==> src/rtl/booth_mul_iter.sv <==
// Iterative radix-4 Booth mantissa multiplier: one Booth digit retired per cycle, exact 48-bit product.
// Optional build macro BOOTH_ZERO_SKIP_EN: a zero operand bypasses the digit loop and goes straight to DONE.
module booth_mul_iter #(
  parameter int MAN_W = 24
) (
  input  logic                 clk,
  input  logic                 rst,
  input  logic                 flush,
  input  logic                 in_valid,
  output logic                 in_ready,
  input  logic [MAN_W-2:0]     frc_X,
  input  logic [MAN_W-2:0]     frc_Y,
  input  logic                 hid_X,
  input  logic                 hid_Y,
  output logic                 out_valid,
  input  logic                 out_ready,
  output logic [2*MAN_W-1:0]   frc_Z_full,
  output logic                 norm_n,
  output logic                 busy
);

  localparam int ITER  = (MAN_W + 2) / 2;
  localparam int ACC_W = 2 * MAN_W + 2;
  localparam int MY_W  = MAN_W + 3;
  localparam int CNT_W = $clog2(ITER);

  typedef enum logic [1:0] {S_IDLE, S_BUSY, S_DONE} state_t;

  state_t                    r_state;
  state_t                    w_state_nxt;
  logic [CNT_W-1:0]          r_count;
  logic signed [ACC_W-1:0]   r_acc;
  logic [MAN_W-1:0]          r_mx;
  logic [MY_W-1:0]           r_my;
  logic [2:0]                w_digit;
  logic signed [ACC_W-1:0]   w_pp;
  logic signed [ACC_W-1:0]   w_pp_sh;

  // Radix-4 Booth recoding of one overlapping 3-bit multiplier window.
  function automatic logic signed [ACC_W-1:0] booth_pp(input logic [2:0] d,
                                                       input logic [MAN_W-1:0] mx);
    logic signed [ACC_W-1:0] m;
    m = signed'({{(ACC_W-MAN_W){1'b0}}, mx});
    case (d)
      3'b001, 3'b010: return m;
      3'b011:         return m <<< 1;
      3'b100:         return -(m <<< 1);
      3'b101, 3'b110: return -m;
      default:        return '0;
    endcase
  endfunction

  assign w_digit = r_my[{r_count, 1'b0} +: 3];
  assign w_pp    = booth_pp(w_digit, r_mx);
  assign w_pp_sh = w_pp <<< {r_count, 1'b0};

  // State register: rst outranks flush, both return to IDLE.
  always_ff @(posedge clk) begin
    if (rst || flush) r_state <= S_IDLE;
    else              r_state <= w_state_nxt;
  end

  always_comb begin
    w_state_nxt = r_state;
    case (r_state)
      S_IDLE: if (in_valid) begin
`ifdef BOOTH_ZERO_SKIP_EN
        if (({hid_X, frc_X} == '0) || ({hid_Y, frc_Y} == '0)) w_state_nxt = S_DONE;
        else                                                  w_state_nxt = S_BUSY;
`else
        w_state_nxt = S_BUSY;
`endif
      end
      S_BUSY: if (r_count == CNT_W'(ITER - 1)) w_state_nxt = S_DONE;
      S_DONE: if (out_ready) w_state_nxt = S_IDLE;
      default: w_state_nxt = S_IDLE;
    endcase
  end

  // Datapath: operand latch on accept, one digit accumulated per BUSY cycle.
  always_ff @(posedge clk) begin
    if (rst || flush) begin
      r_acc   <= '0;
      r_count <= '0;
    end else begin
      case (r_state)
        S_IDLE: if (in_valid) begin
          r_mx    <= {hid_X, frc_X};
          r_my    <= {2'b00, hid_Y, frc_Y, 1'b0};
          r_acc   <= '0;
          r_count <= '0;
        end
        S_BUSY: begin
          r_acc   <= r_acc + w_pp_sh;
          r_count <= r_count + CNT_W'(1);
        end
        default: ;
      endcase
    end
  end

  always_comb begin
    in_ready   = (r_state == S_IDLE);
    busy       = (r_state == S_BUSY);
    out_valid  = (r_state == S_DONE);
    frc_Z_full = (r_state == S_DONE) ? r_acc[2*MAN_W-1:0] : '0;
    norm_n     = frc_Z_full[2*MAN_W-1];
  end

endmodule

==> config.mk <==
export PLATFORM = sky130hd
export DESIGN_NAME = booth_mul_iter
export DESIGN_NICKNAME = d
export VERILOG_FILES = /design/src/rtl/booth_mul_iter.sv
export SDC_FILE = /design/constraint.sdc
export NUM_CORES = 1
export LEC_CHECK = 0
export ABC_CLOCK_PERIOD_IN_PS = 9850
export CAP_MARGIN = 10
export CELL_PAD_IN_SITES_DETAIL_PLACEMENT = 1
export CELL_PAD_IN_SITES_GLOBAL_PLACEMENT = 1
export CORE_MARGIN = 3
export CORE_UTILIZATION = 44
export CTS_CLUSTER_SIZE = 16
export DETAILED_ROUTE_END_ITERATION = 16
export PLACE_DENSITY_LB_ADDON = 0.25
export SYNTH_ARGS = -nofsm -noshare
export SYNTH_HDL_FRONTEND = slang
export SYNTH_SLANG_ARGS = --single-unit
export TNS_END_PERCENT = 50
==> constraint.sdc <==
create_clock -name clk -period 9.85 [get_ports clk]
set_input_delay 1.97 -clock clk [delete_from_list [all_inputs] [get_ports clk]]
set_output_delay 1.97 -clock clk [all_outputs]
set_load 0.005 [all_outputs]
### Word level (Yosys, flattened, before mapping)

Index checks and enable logic that the tools add are counted.
Widths: inputs -> output; s select.

* $add $sub $neg: 4
* equality and inequality tests: 12
* div/mod/pow operators: 0
* bitwise logic cells: 1
* reductions and logical operators: 8
* multiply operators: 0
* shifts and indexed selects: 2
* $lt $le $gt $ge: 0
* muxes and demuxes: 10

Operators by type and width (count)
* $pmux 50 s4: 1
* $pmux 50 s2: 1
* $add 50x50->50: 1
* $mux 50: 1
* $neg 24->50: 1
* $neg 25->50: 1
* $sshl 50x5->50: 1
* $mux 48: 1
* $shiftx 27x6->3: 1
* $eq 3x3->1 const B: 3
* $pmux 4 s2: 1
* $eq 3x2->1 const B: 2
* $mux 2: 3
* $pmux 2 s3: 1
* $reduce_and 3->1: 2
* $add 4x1->4 const B: 1
* $eq 4x4->1 const B: 1
* $mux 4: 1
* $ne 2x1->1 const B: 2
* $reduce_or 2->1: 2
* $eq 3x1->1 const B: 1
* $eq 2x1->1 const B: 1
* $eq 2x2->1 const B: 1
* $logic_not 2->1: 1
* 5 further kinds: 5

* ROM bits: 0
* RAM bits: 0
* word-level logic and storage cells: 42
* bits in registers: 104
* input bits: 53
* bits in latches: 0
* memories: 0

### Depth between registers and ports, before layout

Gate-level depths: netlist of the first run.

* depth in word-level cells: 7
* depth in mapped cells: 28
* depth with buffers taken out: 24

### Worst setup path after synthesis of the first run

OpenSTA, ideal clock, no wires.

* path type: reg2reg
* start point: register r_mx[13]
* end point: register r_acc[46]
* library setup time: 0.122 ns
* path slack: 4.079 ns
* buffers on the path: 2
* cell stages (with the launch flop): 25
* clock period less this slack: 5.771 ns
* arrival: 5.649 ns
* cells stage by stage: edfxtp_1 > or3_4 > or3_1 > buf_6 > or3_1 > buf_2 > o21a_1 > a221oi_2 > nor2_1 > mux4_2 > nand2_1 > o21ai_1 > nor2_1 > nor2_1 > ha_1 > a21oi_1 > o21bai_1 > a21o_1 > a21o_1 > a211o_1 > a211oi_1 > o31ai_1 > a2111oi_0 > o31ai_1 > a221o_1

* word-level cells in the longest chain between the ends: 5
* elaborated cells between the ends (all ways): 6
* classes of those cells: add/sub (3); shift (1); mux (2)

RTL lines
* start: declaration: RTL line 33 `logic [MAN_W-1:0] r_mx;`
* start signal: assignment: RTL line 88 `r_mx <= {hid_X, frc_X};`
* $neg 25->50 or $neg 24->50 (tied branches): RTL line 47, 48
* $pmux 50 s4 (*): RTL line 44 `case (d)`
* $sshl 50x5->50 (*): RTL line 55 `assign w_pp_sh = w_pp <<< {r_count, 1'b0};`
* $add 50x50->50 (*): RTL line 94 `r_acc <= r_acc + w_pp_sh;`
* $pmux 50 s2 (*): RTL line 86 `case (r_state)`
* end signal: assignment: RTL line 94
* end: declaration: RTL line 32 `logic signed [ACC_W-1:0] r_acc;`

Every way passes the cells marked *; elsewhere a longest branch is shown, timed or not.
A chain may end at the register's enable or synchronous reset.

### Final worst setup path of the first run

* start point: register r_count[0]
* end point: register r_acc[46]

* word-level cells in the longest chain between the ends: 7
* elaborated cells between the ends (all ways): 13
* classes of those cells: add/sub (1); eq/ne (6); shift (2); mux (2); reduce/logical (2)

RTL lines
* start: declaration: RTL line 31 `logic [CNT_W-1:0] r_count;`
* start signal: assignment: RTL line 95 `r_count <= r_count + CNT_W'(1);`
* $shiftx 27x6->3: RTL line 53 `assign w_digit = r_my[{r_count, 1'b0} +: 3];`
* $eq 3x3->1 (tied with other cells): RTL line 44
* $reduce_or 2->1: RTL line 44
* $pmux 50 s4: RTL line 44
* $sshl 50x5->50 (*): RTL line 55
* $add 50x50->50 (*): RTL line 94
* $pmux 50 s2 (*): RTL line 86

Marked as above.

==> impl_metrics.yaml, run 1 <==
global_routing:
  groute.usage.overall: 0.258
  grt_max_degree: 54
  grt_overflow_total: 0
  grt_first_pass_wirelength_um: 49200
  grt_antenna_before_repair: 0
  number_of_global_route_vias_before_repair: 9099
critical_path:
  worst-r2r-setup-slack_ns: 2.11
  worst_r2r_path_depth: 20
  critPathMaxStageDelay_ns: 0.99
  criticalPathCategory: "register to register"
  cp_max_fo: 48
  timing.critical_path.required_ns: 10.11
  timing.rr.end: "r_acc[46]"
  worstReg2RegStart: "r_count[0]"
  crit_path_end_kind: "register"
  timing.critical_path.from_type: "register"
  critical_path_arrival_ns: 8.01
  worst_path_max_delay_cell: "sky130_fd_sc_hd__dfxtp_2"
  crit_path_cell_trace: "mux4_2, a21oi_2, or2_1, nor3_1, o21ai_0, o21ai_0, mux2i_1, nand2_1, o21ai_1, nor2_1, ha_1, a21o_1, or3_1, o21ai_1, o311ai_1, a211oi_1, o31ai_1, a2111oi_0, o31ai_1, a221o_1"
floorplan:
  core-area_mm2: 0.0206
  initial_core_util: 0.456
  die_x_extent_um: 152
  io-pin-count: 105
  floorplan.rows: 52
  die-area_mm2: 0.0231
  die_height_um: 152
clock_network:
  post_cts_resized: 0
  hold_buffer_count_at_cts: 0
  clock_insertion_delay_at_the_later_pin_of_the_skew_report_ns: 0.38
  h_tree_depth_reported_by_cts: 3
  cts_post_setup_buffers_inserted: 0
  clk_sinks: 102
  num_cts_buffers: 9
  clockRootBuffer: "sky130_fd_sc_hd__clkbuf_16"
  clock_path_buffers: 2
  tritoncts: "yes"
  clk_pin_slew_worst_paths_ns: 0.09
timing:
  final.min_clock_period_ns: 7.74
  timing.final.max_slew_violations: 0
  timing.final.hold_violations: 0
  rsz0062_at_grt: "no"
  max_slew.worst_pin.slew_ns: 1.01
  setup-tns-final_ns: 0
  timing.max_slew.rel_slack: 0.325
  fin_skew_ns: 0.0114
  fin_worst_hold_slack_ns: 0.483
  period_share: 0.786
  max_freq_mhz: 129
  setup_viol_count_final: 0
final_layout:
  fin_nets: 1289
  drive_above_1_share: 0.0825
  layout_common_cells: "sky130_fd_sc_hd__nor2_1, sky130_fd_sc_hd__clkdlybuf4s50_1, sky130_fd_sc_hd__a21oi_1"
  final-instance-count-excl-fill: 1458
  final_common_cell: "sky130_fd_sc_hd__nor2_1"
  layout.cell_area.non_filler_mm2: 0.0108
  area_delta_synth_final_pct: 15.7
  insertedDiodeCount: 0
synthesis:
  asyncSetResetFlopFracSynth: 0
  netlist_area_mm2: 0.00937
  synth.net_count: 1237
  netlist.top_cell.by_area: "sky130_fd_sc_hd__edfxtp_1"
  synth_enable_flop_cells: 48
  syn_avg_cell_area_um2: 8.29
  main_combinational_cell_family_by_area_after_synthesis: "compound AO/OA/AOI/OAI gates"
  synth_seq_cells: 102
  post_synth_mux_area_share: 0.0707
  post_synth_xor_xnor_area: 0.0654
  netlist_instances: 1131
  post-synth-top-area-fraction: 0.154
  synth_top_cells_by_area: "sky130_fd_sc_hd__edfxtp_1, sky130_fd_sc_hd__dfxtp_1, sky130_fd_sc_hd__ha_1, sky130_fd_sc_hd__a21oi_1, sky130_fd_sc_hd__nor2_1"
  yosysWarningCount: 0
  post_synth_fa_ha_maj_area_fraction: 0.0726
  synth_flop_cell: "sky130_fd_sc_hd__dfxtp_1"
  proportion_of_synthesized_chip_area_in_sequential_cells: 0.269
  synth.distinct_cells: 90
  synth_simple_gate_area_share: 0.205
  synth_compound_area_frac: 0.272
routing:
  via_count: 9133
  remaining_number_of_nets_flagged_by_the_antenna_check_after_routing: 0
  drt-wirelength-per-cell_um: 20.9
  drt-vias-per-instance: 6.26
  total_length_of_routed_wires_um: 30500
  drc: 0
  drt_pass1_iterations: 5
  drt_first_iter_violations: 685
placed_design:
  placed_area_mm2: 0.0105
  gp_congestion: 0.948
  io_buffer_count: 104
  detailed_placer_s_ending_hpwl_um: 22800
  cells_after_dpl: 1442
min_path:
  hp-start: "r_acc[45]"
  holdCritPathClass: "register to register"
  worstHoldEndpoint: "r_acc[45]"
  hold_path_depth: 2
run_status:
  outcome: "finished, final reports clean"
power_and_ir_drop:
  fin_total_pwr_mw: 1.09
  ir_drop_mv: 0.0915
  power.density_cell_area_mw_per_mm2: 101
  p_leak_nw: 4.13
job:
  maxcap_violations: 0
## state kept, by name (all words and copies together) (netlist names)
signal / flops
r_acc: 48
r_state: 2
r_count: 4
r_my: 24
r_mx: 24
## critical path: cells and delay by family (launching register included)
kind                       cells  cell delay [ns]
adders and majority gates      1             0.35
muxes                          2             0.98
and+or+nand+nor                5             1.59
AOI/OAI and AO/OA             12             3.71
DFF                            1             0.99
## cells in the mapped netlist (10+ instances only)
cell type,number
sky130_fd_sc_hd__o21a_1,11
sky130_fd_sc_hd__ha_1,52
sky130_fd_sc_hd__nor2_1,120
sky130_fd_sc_hd__a211oi_1,15
sky130_fd_sc_hd__a221oi_1,12
sky130_fd_sc_hd__o21ai_0,51
sky130_fd_sc_hd__dfxtp_1,54
sky130_fd_sc_hd__a22oi_1,35
sky130_fd_sc_hd__mux2i_1,26
sky130_fd_sc_hd__o21ai_1,11
sky130_fd_sc_hd__nand2_1,85
sky130_fd_sc_hd__a21o_1,28
sky130_fd_sc_hd__nor3_1,27
sky130_fd_sc_hd__a31oi_1,13
sky130_fd_sc_hd__o21bai_1,12
sky130_fd_sc_hd__inv_1,23
sky130_fd_sc_hd__buf_2,10
sky130_fd_sc_hd__nor2b_1,15
sky130_fd_sc_hd__nand4_1,14
sky130_fd_sc_hd__nand3_1,17
sky130_fd_sc_hd__edfxtp_1,48
sky130_fd_sc_hd__clkbuf_1,50
sky130_fd_sc_hd__mux2_2,15
sky130_fd_sc_hd__and2_1,56
sky130_fd_sc_hd__xor2_1,33
sky130_fd_sc_hd__xnor2_1,32
sky130_fd_sc_hd__a21oi_1,92
## cells by family after synthesis
kind of cell | count (synthesis)
mux | 53
flops | 102
buf+inv | 100
compound gates | 365
fa+ha+maj | 54
simple gates | 390
xor+xnor | 67
## worst max-delay path by stage
stage | from | to | cells past startpoint
4_1_cts | r_count[0] | r_acc[46] | 23
3_5_place_dp | r_count[0] | r_acc[46] | 23
3_3_place_gp | r_count[0] | r_acc[46] | 23
2_1_floorplan | r_mx[13] | r_acc[46] | 24
5_1_grt | r_count[0] | r_acc[46] | 21
6_report | r_count[0] | r_acc[46] | 20
## layout make-up
| cell class | instances | area (um^2) |
|---|---|---|
| Sequential cell | 102 | 2520 |
| Inverter | 26 | 97.6 |
| Tap cell | 270 | 338 |
| Clock buffer | 9 | 225 |
| Timing Repair Buffer | 115 | 1120 |
| Clock inverter | 7 | 96.3 |
| Multi-Input combinational cell | 929 | 6440 |
| Fill cell | 2468 | 9720 |
## metal layers
| layer | wire (um) | track usage |
|---|---|---|
| met1 | 13900 | 0.350 |
| met2 | 14300 | 0.428 |
| met3 | 1670 | 0.0378 |
| met4 | 629 | 0.0719 |
| met5 | 0 | 0 |
## power by group
part           switching (mW)  internal [mW]  leakage (nW)
Combinational           0.135         0.0934          3.10
Clock                   0.214          0.188         0.156
Sequential             0.0114          0.453         0.877
Total                   0.360          0.734          4.13
## metrics by stage
stage | util | worst slack (ns)
after CTS | 0.527 | 2.22
after floorplan | - | 4.08
final | 0.527 | 2.11
after global routing | 0.527 | 1.60
after detailed placement | 0.512 | 2.32
after global placement | 0.512 | 2.46
Note: power is estimated with default switching activity, not from simulation.
==> run 2, diff against run 1 <==
- ABC_CLOCK_PERIOD_IN_PS: 9850 -> 7050
- CORE_UTILIZATION: 44 -> 39
- clock period: 9.85 -> 7.05 ns (I/O delays scaled with it)
==> run 2 against run 1 <==
  * Power is 39% higher
  * Hold slack better by 0.0061 ns
  * Setup slack worse by 1.9 ns
==> impl_metrics.yaml, run 2 (same netlist as run 1, synthesis figures left out) <==
timing:
  final.min_clock_period_ns: 6.83
  setup-tns-final_ns: 0
  timing.final.hold_violations: 0
  setup_viol_count_final: 0
  max_slew.worst_pin.slew_ns: 1.03
  max_freq_mhz: 146
  fin_ws_ns: 0.216
  fin_skew_ns: 0.0131
  timing.final.max_slew_violations: 0
  timing.max_slew.rel_slack: 0.306
  period_share: 0.969
global_routing:
  grt_overflow_total: 0
  groute.usage.overall: 0.240
  grt_antenna_before_repair: 0
  grt_first_pass_wirelength_um: 50000
  number_of_global_route_vias_before_repair: 9024
  grt_max_degree: 51
clock_network:
  clockRootBuffer: "sky130_fd_sc_hd__clkbuf_16"
  clock_insertion_delay_at_the_later_pin_of_the_skew_report_ns: 0.38
  num_cts_buffers: 9
  tritoncts: "yes"
  clk_sinks: 102
  clk_pin_slew_worst_paths_ns: 0.09
  clock_path_buffers: 2
  hold_buffer_count_at_cts: 0
  h_tree_depth_reported_by_cts: 3
critical_path:
  timing.critical_path.from_type: "register"
  worst_path_max_delay_cell: "sky130_fd_sc_hd__o41ai_2"
  worstReg2RegStart: "r_count[1]"
  criticalPathCategory: "register to register"
  timing.critical_path.required_ns: 7.32
  cp_max_fo: 8
  critical_path_arrival_ns: 7.10
  critPathMaxStageDelay_ns: 0.91
  critical_path_most_common_cell: "sky130_fd_sc_hd__nor2_1"
  crit_path_end_kind: "register"
  crit_path_cell_trace: "nand2b_1, a211oi_1, o41ai_2, buf_4, nor2_1, a32oi_1, o221ai_1, mux2i_1, mux2i_1, mux2_2, nor2_1, nor2_1, ha_1, a21oi_1, o21bai_1, a21o_1, a21o_1, a211o_1, a211oi_1, o31ai_1, a2111oi_1, o31ai_1, a221o_1"
  critPathLaunch: "r_count[1]"
power_and_ir_drop:
  p_leak_nw: 4.20
  power.density_cell_area_mw_per_mm2: 138
  ir_drop_mv: 0.106
routing:
  total_length_of_routed_wires_um: 31500
  met2WireLength_um: 14500
  via_count: 9075
  drt-wirelength-per-cell_um: 20.7
  drc: 0
  drt_pass1_iterations: 5
  met3_wirelength_um: 1380
  highest-signal-layer: "met4"
  drt-vias-per-instance: 5.97
  m1WireLength_um: 15100
  drt_first_iter_violations: 607
  remaining_number_of_nets_flagged_by_the_antenna_check_after_routing: 0
final_layout:
  combined_area_of_the_multi_input_logic_cells_mm2: 0.00647
  insertedDiodeCount: 0
  largest_register_ff_count: 48
  area_delta_synth_final_pct: 17.7
  layout_common_cells: "sky130_fd_sc_hd__nor2_1, sky130_fd_sc_hd__clkdlybuf4s50_1, sky130_fd_sc_hd__a21oi_1"
  filler_cell_count: 2855
  regMostFlops: "r_acc"
  fin_nets: 1303
  seq_area_mm2: 0.00253
  final_common_cell: "sky130_fd_sc_hd__nor2_1"
  drive_above_1_share: 0.0948
  largest_regs: "r_acc (48), r_mx (24), r_my (24)"
floorplan:
  floorplan.rows: 56
  io-pin-count: 105
  die_x_extent_um: 161
  die_height_um: 161
  die-area_mm2: 0.0259
  core-area_mm2: 0.0235
  initial_core_util: 0.398
min_path:
  hp-start: "r_acc[43]"
  holdCritPathClass: "register to register"
run_status:
  outcome: "finished, final reports clean"
placed_design:
  gp_congestion: 0.928
  detailed_placer_s_ending_hpwl_um: 23900
  io_buffer_count: 104
  worst_setup_slack_before_clock_tree_synthesis_ns: 0.328
job:
  maxcap_violations: 0
run 2: worst paths after layout:
kind,to,slack [ns],cells past startpoint
worst max-delay path,r_acc[46],0.22,23
worst max register to register,r_acc[46],0.22,23
worst min register to register,r_acc[43],0.49,2
worst min-delay path,r_acc[43],0.49,2
run 2: worst max-delay path: cells and delay by family, from the launching register on:
| kind | cells | cell delay [ns] |
|---|---|---|
| AOI/OAI and AO/OA | 14 | 4.31 |
| adders and majority gates | 1 | 0.37 |
| buffers and inverters | 1 | 0.30 |
| DFF | 1 | 0.50 |
| muxes | 3 | 0.72 |
| and+or+nand+nor | 4 | 0.53 |
run 2: power by group:
group | total, mW | internal, mW | switching, mW
logic | 0.324 | 0.132 | 0.192
registers | 0.648 | 0.633 | 0.0150
clock network | 0.549 | 0.258 | 0.291
total | 1.52 | 1.02 | 0.498
run 2: stage by stage:
stage	hold WS [ns]	area (um^2)	utilization	instances	power, mW
after global placement	0.471	10700	0.453	1502	0.976
after detailed placement	0.479	10700	0.453	1502	0.980
after global routing	0.518	11000	0.469	1521	1.59
after CTS	0.491	11000	0.467	1518	1.53
final	0.489	11000	0.469	1521	1.52
after floorplan	0.445	9370	-	1131	0.871
run 2: area by class of cell:
class | count | share of cell area
Inverter | 26 | 0.00885
Clock inverter | 7 | 0.00828
Sequential cell | 102 | 0.229
Clock buffer | 9 | 0.0204
Timing Repair Buffer | 128 | 0.111
Tap cell | 319 | 0.0362
Multi-Input combinational cell | 930 | 0.587
run 2: layer usage:
layer / vias to the layer above / global-route usage
li1: 4352 / -
met1: 4454 / 0.337
met2: 233 / 0.393
met3: 36 / 0.0326
met4: 0 / 0.0575
met5: - / 0
run 2: timing repair:
action,CTS,global route
gates resized for setup,0,6
setup endpoints to repair,0,1
setup buffers,0,2
endpoints found under the hold margin,0,0
